**config.mk**
```make
export PLATFORM = sky130hd
export DESIGN_NAME = deadlock_report_ctrl
export DESIGN_NICKNAME = d
export VERILOG_FILES = /design/src/rtl/deadlock_report_ctrl.sv
export SDC_FILE = /design/constraint.sdc
export NUM_CORES = 1
export LEC_CHECK = 0
export ABC_AREA = 1
export CAP_MARGIN = 20
export CELL_PAD_IN_SITES_DETAIL_PLACEMENT = 0
export CELL_PAD_IN_SITES_GLOBAL_PLACEMENT = 1
export CORE_MARGIN = 3
export CORE_UTILIZATION = 35
export CTS_CLUSTER_SIZE = 10
export DETAILED_ROUTE_END_ITERATION = 8
export GPL_TIMING_DRIVEN = 0
export PLACE_DENSITY = 0.85
export SYNTH_ARGS = -nofsm -noshare
export SYNTH_HDL_FRONTEND = slang
export SYNTH_SLANG_ARGS = --single-unit
```
**constraint.sdc**
```tcl
create_clock -name dl_clock -period 1.7 [get_ports dl_clock]
set_input_delay 0.34 -clock dl_clock [delete_from_list [all_inputs] [get_ports dl_clock]]
set_output_delay 0.34 -clock dl_clock [all_outputs]
set_load 0.05 [all_outputs]
```
**src/rtl/deadlock_report_ctrl.sv**
```systemverilog
// Elects one origin from the detect units' cycle flags, confirms that it stays
// blocked for CONFIRM_CYCLES, then latches a sticky report or pulses token_clear.
module deadlock_report_ctrl #(
  parameter int PROC_NUM       = 2,
  parameter int CONFIRM_CYCLES = 16,
  parameter int IDX_W          = (PROC_NUM > 1) ? $clog2(PROC_NUM) : 1
) (
  input  logic                dl_clock,
  input  logic                dl_reset,
  input  logic [PROC_NUM-1:0] dl_in_vec,
  input  logic [PROC_NUM-1:0] ap_done_reg_vec,
  output logic                dl_detect_out,
  output logic [PROC_NUM-1:0] origin,
  output logic                token_clear,
  output logic                deadlock_found,
  output logic [IDX_W-1:0]    report_idx,
  output logic [PROC_NUM-1:0] report_done_mask,
  output logic [1:0]          dbg_state
);

  localparam int CNT_W = $clog2(CONFIRM_CYCLES + 1);
  localparam logic [CNT_W-1:0] CNT_MAX = CNT_W'(CONFIRM_CYCLES);

  typedef enum logic [1:0] {
    S_IDLE    = 2'd0,
    S_CONFIRM = 2'd1,
    S_CLEAR   = 2'd2,
    S_REPORT  = 2'd3
  } state_t;

  state_t              r_state, w_state_nxt;
  logic                r_detect, w_detect_nxt;
  logic [PROC_NUM-1:0] r_origin, w_origin_nxt;
  logic                r_token_clear, w_token_clear_nxt;
  logic                r_found, w_found_nxt;
  logic [IDX_W-1:0]    r_idx, w_idx_nxt;
  logic [PROC_NUM-1:0] r_mask, w_mask_nxt;
  logic [CNT_W-1:0]    r_cnt, w_cnt_nxt;

  logic [PROC_NUM-1:0] w_lowest;
  logic [IDX_W-1:0]    w_origin_idx;
  logic                w_sel;

  // Two's-complement trick isolates the lowest set bit: lowest index wins ties.
  assign w_lowest = dl_in_vec & (~dl_in_vec + PROC_NUM'(1));
  assign w_sel    = |(dl_in_vec & r_origin);

  always_comb begin
    w_origin_idx = '0;
    for (int i = 0; i < PROC_NUM; i++) begin
      if (r_origin[i]) w_origin_idx = IDX_W'(i);
    end
  end

  always_ff @(posedge dl_clock or negedge dl_reset) begin
    if (!dl_reset) begin
      r_state       <= S_IDLE;
      r_detect      <= 1'b0;
      r_origin      <= '0;
      r_token_clear <= 1'b0;
      r_found       <= 1'b0;
      r_idx         <= '0;
      r_mask        <= '0;
      r_cnt         <= '0;
    end else begin
      r_state       <= w_state_nxt;
      r_detect      <= w_detect_nxt;
      r_origin      <= w_origin_nxt;
      r_token_clear <= w_token_clear_nxt;
      r_found       <= w_found_nxt;
      r_idx         <= w_idx_nxt;
      r_mask        <= w_mask_nxt;
      r_cnt         <= w_cnt_nxt;
    end
  end

  always_comb begin
    w_state_nxt       = r_state;
    w_detect_nxt      = r_detect;
    w_origin_nxt      = r_origin;
    w_token_clear_nxt = 1'b0;
    w_found_nxt       = r_found;
    w_idx_nxt         = r_idx;
    w_mask_nxt        = r_mask;
    w_cnt_nxt         = r_cnt;
    case (r_state)
      S_IDLE: begin
        if (|dl_in_vec) begin
          w_origin_nxt = w_lowest;
          w_detect_nxt = 1'b1;
          w_cnt_nxt    = CNT_W'(1);
          w_state_nxt  = S_CONFIRM;
        end
      end
      S_CONFIRM: begin
        // Only the elected origin's bit matters until the confirm resolves.
        if (w_sel) begin
          if (r_cnt == CNT_MAX) begin
            w_state_nxt = S_REPORT;
            w_found_nxt = 1'b1;
            w_idx_nxt   = w_origin_idx;
            w_mask_nxt  = ap_done_reg_vec;
          end else begin
            w_cnt_nxt = r_cnt + CNT_W'(1);
          end
        end else begin
          w_state_nxt       = S_CLEAR;
          w_token_clear_nxt = 1'b1;
          w_detect_nxt      = 1'b0;
          w_origin_nxt      = '0;
          w_cnt_nxt         = '0;
        end
      end
      S_CLEAR:  w_state_nxt = S_IDLE;
      S_REPORT: w_state_nxt = S_REPORT;
      default:  w_state_nxt = S_IDLE;
    endcase
  end

  assign dl_detect_out    = r_detect;
  assign origin           = r_origin;
  assign token_clear      = r_token_clear;
  assign deadlock_found   = r_found;
  assign report_idx       = r_idx;
  assign report_done_mask = r_mask;
  assign dbg_state        = r_state;

endmodule
```
== Word level (Yosys, flattened, before mapping) ==
Index checks and enable logic that the tools add are counted.

* Flip-flop bits (word level): 15
* Output and inout bits: 10
* Word-level logic and storage cells: 46

* Bitwise logic cells: 3
* Equal/unequal tests: 8
* Add/sub/neg operators: 2
* Reductions and logical operators: 8
* Mux-type cells: 17

{| class="wikitable"
|+ Operator list
! operator !! count
|-
| 5-bit two-way mux || 3
|-
| 2-bit two-way mux || 5
|-
| 5-bit case mux with 2 select lines || 1
|-
| 3-bit AND reduction || 3
|-
| 2-bit case mux with 4 select lines || 1
|-
| 3-bit inequality test (second input constant) || 2
|-
| 5-bit by 1-bit adder with 5-bit output (second input constant) || 1
|-
| 5-bit equality test (second input constant) || 1
|-
| 1-bit two-way mux || 5
|-
| 2-bit AND || 2
|-
| 2-bit equality test (second input constant) || 2
|-
| 2-bit inequality test (second input constant) || 2
|-
| 2-bit case mux with 2 select lines || 1
|-
| 2-bit OR reduction || 2
|-
| 2-bit by 1-bit adder with 2-bit output (second input constant) || 1
|-
| 2-bit by 1-bit equality test with 1-bit output (second input constant) || 1
|-
| 2-bit zero test || 1
|-
| 2-bit NOT || 1
|-
| 1-bit case mux with 2 select lines || 1
|-
| 2-bit AND reduction || 1
|-
| 2-bit nonzero test || 1
|}

== Depth between registers and ports, before layout ==
Gate-level depths: netlist of the first run.

* Depth in word-level cells: 5
* Gate-level depth with buffers: 9
* Mapped depth without buffers: 9

== Least setup slack after synthesis of the first run ==
OpenSTA, ideal clock, no wires.

* Path kind: register to register
* Start: reg r_state[0], in the netlist dbg_state[0]
* End: reg r_detect, in the netlist dl_detect_out
* Data arrival time: 1.317 ns
* Library setup time: 0.150 ns
* Path slack: 0.233 ns
* Cell stages (with the launch flop): 6
* Cells stage by stage: dfrtp_1 inv_2 a21oi_4 nand2_2 nand2_1 o21ai_0

* Longest elaborated chain between the ends: 3
* Elaborated cells on any way between the ends: 7
* Classes of those cells: 3 x eq/ne; 1 x mux; 3 x reduce/logical

{| class="wikitable"
|+ RTL lines
! what !! RTL line !! text
|-
| from (decl) || 31 || <nowiki>state_t r_state, w_state_nxt;</nowiki>
|-
| from (signal assigned) || 66 || <nowiki>r_state <= w_state_nxt;</nowiki>
|-
| 2-bit by 1-bit equality test with 1-bit output or 2-bit zero test (tied branches) || 86 || <nowiki>case (r_state)</nowiki>
|-
| 2-bit inequality test (no line) or 2-bit nonzero test (tied branches) || n/a ||
|-
| 3-bit AND reduction (no line) || n/a ||
|-
| to (signal assigned) || 67 || <nowiki>r_detect <= w_detect_nxt;</nowiki>
|-
| to (decl) || 32 || <nowiki>logic r_detect, w_detect_nxt;</nowiki>
|}

Parallel ways exist; a longest one is shown, timed or not.
A chain may end at the register's enable or synchronous reset.

== Worst setup path in the final report of the first run ==
* Start: reg r_origin[1], in the netlist origin[1]
* End: out origin[1]

{| class="wikitable"
|+ RTL lines
! what !! RTL line !! text
|-
| from (decl) || 33 || <nowiki>logic [PROC_NUM-1:0] r_origin, w_origin_nxt;</nowiki>
|-
| from (signal assigned) || 68 || <nowiki>r_origin <= w_origin_nxt;</nowiki>
|-
| to (decl) || 13 || <nowiki>output logic [PROC_NUM-1:0] origin,</nowiki>
|}

No word-level cell between the ends.

==> results of run 1 <==
[cells in the final DEF, fill, tap and decap left out, types with 2 or more instances in the layout]
master,instances
nand2_1,42
dfrtp_1,15
inv_1,10
nand3_1,9
nor2_1,8
dlygate4sd2_1,8
clkdlybuf4s50_1,5
nand2_2,3
inv_2,3
clkbuf_4,3
nand4_1,2
ha_1,2
[cells by family after synthesis]
logic type	synth area share [%]
simple gates	39.2
buf+inv	7.95
flops	44.2
compound gates	5.74
fa+ha+maj	2.95
[critical path: stages (launching register included)]
cell and delay, ns:
dfrtp_1 0.39, buf_4 0.12, clkdlybuf4s15_1 0.48
[cell usage after synthesis (all sizes together)]
master and number:
or2 1, buf 2, ha 2, nand2 47, a31oi 1, nand4 2, nor2 10, o21ai 3
nand3 9, a21oi 1, dfrtp 15, inv 13
[power by group through the flow]
stage	Clock [W]	Combinational (W)	Sequential, W
CTS	0.000215	0.0000352	0.000359
global placement	0	0.0000355	0.000366
floorplan	0	0.00000784	0.000370
detailed placement	0	0.0000360	0.000366
global route	0.000231	0.0000372	0.000359
finish	0.000202	0.0000342	0.000358
[flip-flops by register name (all words and copies together) (netlist names)]
register and cells:
r_cnt 5, dbg_state 2, origin 2, report_done_mask 2, deadlock_found 1, dl_detect_out 1, report_idx 1, token_clear 1
[cell type report]
class	count	area, sq um
buffer	2	18.8
clock buffer	4	26.3
fill	240	1200
inverter	13	48.8
multi-input combinational	76	407
sequential	15	375
tap	28	35.0
timing repair buffer	15	141
[final timing paths]
| path | start | end | slack [ns] | cells after the start |
|---|---|---|---|---|
| setup / recovery | origin[1]$_DFFE_PN0P_ | origin[1] | 0.09 | 2 |
| hold reg to reg | report_done_mask[0]$_DFFE_PN0P_ | report_done_mask[0]$_DFFE_PN0P_ | 0.47 | 2 |
| setup reg to reg | r_cnt[0]$_DFFE_PN0P_ | r_cnt[0]$_DFFE_PN0P_ | 0.33 | 9 |
| min in group dl_clock | report_done_mask[0]$_DFFE_PN0P_ | report_done_mask[0]$_DFFE_PN0P_ | 0.47 | 2 |
| max in group asynchronous | dl_reset | r_cnt[3]$_DFFE_PN0P_ | 0.82 | 1 |
| hold / removal | dl_reset | origin[1]$_DFFE_PN0P_ | 0.46 | 1 |
[per-stage QoR]
| stage | instances | worst slack (ns) | hold slack [ns] |
|---|---|---|---|
| after CTS | 153 | 0.0328 | 0.474 |
| after floorplan | 106 | 0.233 | 0.0444 |
| after detailed placement | 149 | -0.0363 | 0.455 |
| final | 153 | 0.0873 | 0.456 |
| after global routing | 153 | 0.00254 | 0.494 |
| after global placement | 149 | -0.0360 | 0.447 |
[per-layer routing]
| metal | up-vias | GRT usage, % | routed length [um] |
|---|---|---|---|
| met4 | 0 | 1.04 | 0 |
| met5 | - | 0 | 0 |
| met1 | 319 | 15.6 | 794 |
| met3 | 0 | 5.61 | 87 |
| li1 | 374 | - | - |
| met2 | 14 | 17.9 | 773 |
==> impl_metrics.toml, run 1 <==
[synth]
ys_types = 21
seq_area_frac_synth_pct = 44.2
syn_area_sq_um = 850
yosys-top-cells-area = "dfrtp_1 44%, nand2_1 19%, nand3_1 5.3%"
synth_top_area_share_pct = 44.2
ys_warn_count = 0
yosysTopAreaCell = "dfrtp_1"
synth_seq_cells = 15
synthCells = 106
syn_avg_cell_area_sq_um = 8.01
synth_fp_nets = 114

[floorplan]
die_h_um = 55.3
dieArea_sq_um = 3050
pin_count = 16
rows = 17
start_util_pct = 37.7
die_x_um = 55.3
core_area_sq_um = 2250

[clock_network]
cts_hold_buf = 0
numCtsBuffers = 3
cts_num_sinks = 15
clk_pin_slew_worst_paths_ns = 0.09
ctsHtreeMaxLevel = 1
cts_tree = "done"
cts_setup_buffers = 0
cts_resized = 12
root_buffer = "clkbuf_4"
cts_buffer_depth = 2
clock_latency_ns = 0.28

[layout]
antenna_cells = 0
area_delta_synth_final_pct = 23.9
finish.utilization_pct = 46.7
nets = 134
fin_area_sq_um = 1050
layout-drive-gt1-share_pct = 14.4

[grt]
grt_usage_pct = 11.7
grt-ovfl-total = 0
grt_pass1_vias = 632
antenna_found_initial = 0
grt_max_degree = 16
grt_pass1_wl_mm = 2.86

[setup_path]
critPathMaxFanout = 4
critPathCaptureType = "output pin"
cp.arrival_ns = 1.27
critPathKind = "flop to output pin"
required_ns = 1.36
start_kind = "flop"

[run_status]
status = "finished clean"

[power_and_ir_drop]
netSwitchingPower_w = 0.000132
power_w = 0.000595
cellInternalPower_w = 0.000462
p_leak_nw = 0.543
switching_share_pct = 22.2
peakVddDrop_v = 0.000357
pwr-share-comb_pct = 5.8
p_clk_share_pct = 34.0
seq_power_share_pct = 60.3
power.density_nw_per_um2 = 565

[sta]
fin_crit_sh_pct = 94.9
tns_ns = 0
worst_pin_slew_ns = 0.664
period_minus_slack_ns = 1.61
slew_viol_final = 0
hold_viol = 0
finalSetupViolCount = 0
finClkSkew_ns = 0.00420
clock.fmax_mhz = 620
relSlewSlack_pct = 55.6
rsz0062_at_grt = "false"

[placed_design]
io_buffer_count = 15
placed_area_sq_um = 1030
post-dp-hpwl_mm = 1.28
place_congestion = 0.806

[routing]
wl_per_cell_um = 10.8
vias = 707
ant_nets = 0
drtPass1Iterations = 4
wl_mm = 1.66
vias_per_cell = 4.62
drc = 0
dr.first_iter.drc_count = 9

[job]
cap_violations = 0

[min_path]
hp-class = "input pin to async pin"
Power figures use the tool's default switching activity.
==> inputs of run 2 (changes only) <==
==> constraint.sdc (replaced) <==
create_clock -name dl_clock -period 1.7 [get_ports dl_clock]
set_input_delay 0.17 -clock dl_clock [delete_from_list [all_inputs] [get_ports dl_clock]]
set_output_delay 0.17 -clock dl_clock [all_outputs]
set_load 0.05 [all_outputs]
==> impl_metrics.toml, run 2 (synthesis gave the netlist of run 1 again) <==
[setup_path]
critPathCaptureType = "output pin"
critPathKind = "flop to output pin"
required_ns = 1.53
start_kind = "flop"
cpPeakStageDelay_ns = 0.80
rr_worst_depth = 9
regToRegEndpoint = "r_cnt[0]$_DFFE_PN0P_"
crit_buf_inv = 1
rrSetupSlack_ns = 0.33
r2r-start = "r_cnt[0]$_DFFE_PN0P_"
cp_cell_sequence = "clkdlybuf4s50_1"
critical_path.top_delay_family = "buffers and inverters"
cpMaxStageDelayCell = "clkdlybuf4s50_1"
critPathMaxFanout = 2
cp.arrival_ns = 1.45

[clock_network]
root_buffer = "clkbuf_4"
clk_pin_slew_worst_paths_ns = 0.09
numCtsBuffers = 3
cts_buffer_depth = 2
ctsHtreeMaxLevel = 1
clock_latency_ns = 0.28
cts_tree = "done"
cts_num_sinks = 15
cts_hold_buf = 0

[floorplan]
rows = 17
dieArea_sq_um = 3050
start_util_pct = 37.7
die_h_um = 55.3
pin_count = 16
core_area_sq_um = 2250
die_x_um = 55.3

[routing]
ant_nets = 0
vias_per_cell = 4.61
wl_mm = 1.66
dr.first_iter.drc_count = 9
vias = 706
wl_per_cell_um = 10.9
drtPass1Iterations = 4
drc = 0

[sta]
finalSetupViolCount = 0
hold_viol = 0
clock.fmax_mhz = 616
tns_ns = 0
relSlewSlack_pct = 55.6
finClkSkew_ns = 0.00475
period_minus_slack_ns = 1.62
worst_pin_slew_ns = 0.664
fin_crit_sh_pct = 95.5
slew_viol_final = 0
rsz0062_at_grt = "false"
final.setup.worst_slack_ns = 0.0759

[placed_design]
io_buffer_count = 15
post-dp-hpwl_mm = 1.28
place_congestion = 0.806
pre_cts_ws_ns = 0.134

[grt]
grt_usage_pct = 11.6
grt-ovfl-total = 0
grt_pass1_wl_mm = 2.85
grt_pass1_vias = 632
antenna_found_initial = 0
grt_max_degree = 16

[layout]
largest_reg_flops = 5
layout-drive-gt1-share_pct = 13.6
regMostFlops = "r_cnt"
antenna_cells = 0
nets = 134
area_delta_synth_final_pct = 24.7
final_cell_mix = "42 x nand2_1, 15 x dfrtp_1, 11 x clkdlybuf4s50_1, 10 x inv_1, 9 x nand3_1"
finish.utilization_pct = 47.0
final_common_cell = "nand2_1"

[power_and_ir_drop]
p_leak_nw = 0.522
peakVddDrop_v = 0.000358
power.density_nw_per_um2 = 563

[min_path]
hp-class = "input pin to async pin"

[run_status]
status = "finished clean"

[job]
cap_violations = 0
run 2: worst max path at each step:
stage / from / end / cells past startpoint
3_3_place_gp: dbg_state[1]$_DFFE_PN0P_ / dbg_state[1] / 1
2_1_floorplan: dbg_state[0]$_DFFE_PN0P_ / dl_detect_out$_DFFE_PN0P_ / 5
4_1_cts: origin[0]$_DFFE_PN0P_ / origin[0] / 1
6_report: report_idx$_DFFE_PN0P_ / report_idx / 1
3_5_place_dp: dbg_state[1]$_DFFE_PN0P_ / dbg_state[1] / 1
5_1_grt: report_idx$_DFFE_PN0P_ / report_idx / 1
run 2: where the power goes:
part           leakage [nW]  switching [W]  internal (W)
combinational         0.315      0.0000207     0.0000144
clock                0.0150       0.000112     0.0000911
sequential            0.192    0.000000832      0.000358
total                 0.522       0.000133      0.000463
run 2: cell type report:
cell class | instances | area [sq um]
fillers | 236 | 1190
multi-input cells | 76 | 407
flip-flops and latches | 15 | 375
repair buffers | 15 | 149
inverters | 13 | 48.8
well taps | 28 | 35.0
clock buffers | 4 | 26.3
plain buffers | 2 | 18.8
run 2: stage by stage:
| stage | power (W) | area [sq um] | hold slack [ns] | std cells |
|---|---|---|---|---|
| after floorplan | 0.000378 | 850 | -0.126 | 106 |
| after global placement | 0.000401 | 1030 | 0.447 | 149 |
| after detailed placement | 0.000402 | 1030 | 0.455 | 149 |
| after CTS | 0.000610 | 1060 | 0.306 | 153 |
| after global routing | 0.000629 | 1060 | 0.324 | 153 |
| final | 0.000596 | 1060 | 0.285 | 153 |
run 2: what timing repair did:
action / in CTS / in global routing
setup buffers: 0 / 0
gates resized for setup: 3 / 1
setup endpoints to repair: 3 / 1
run 2: routing by layer:
layer / part of all wire (%) / up-vias / global-route usage (%)
li1: - / 372 / -
met5: 0 / - / 0
met2: 47 / 14 / 17.9
met4: 0 / 0 / 1.04
met3: 4.3 / 0 / 5.14
met1: 49 / 320 / 15.7
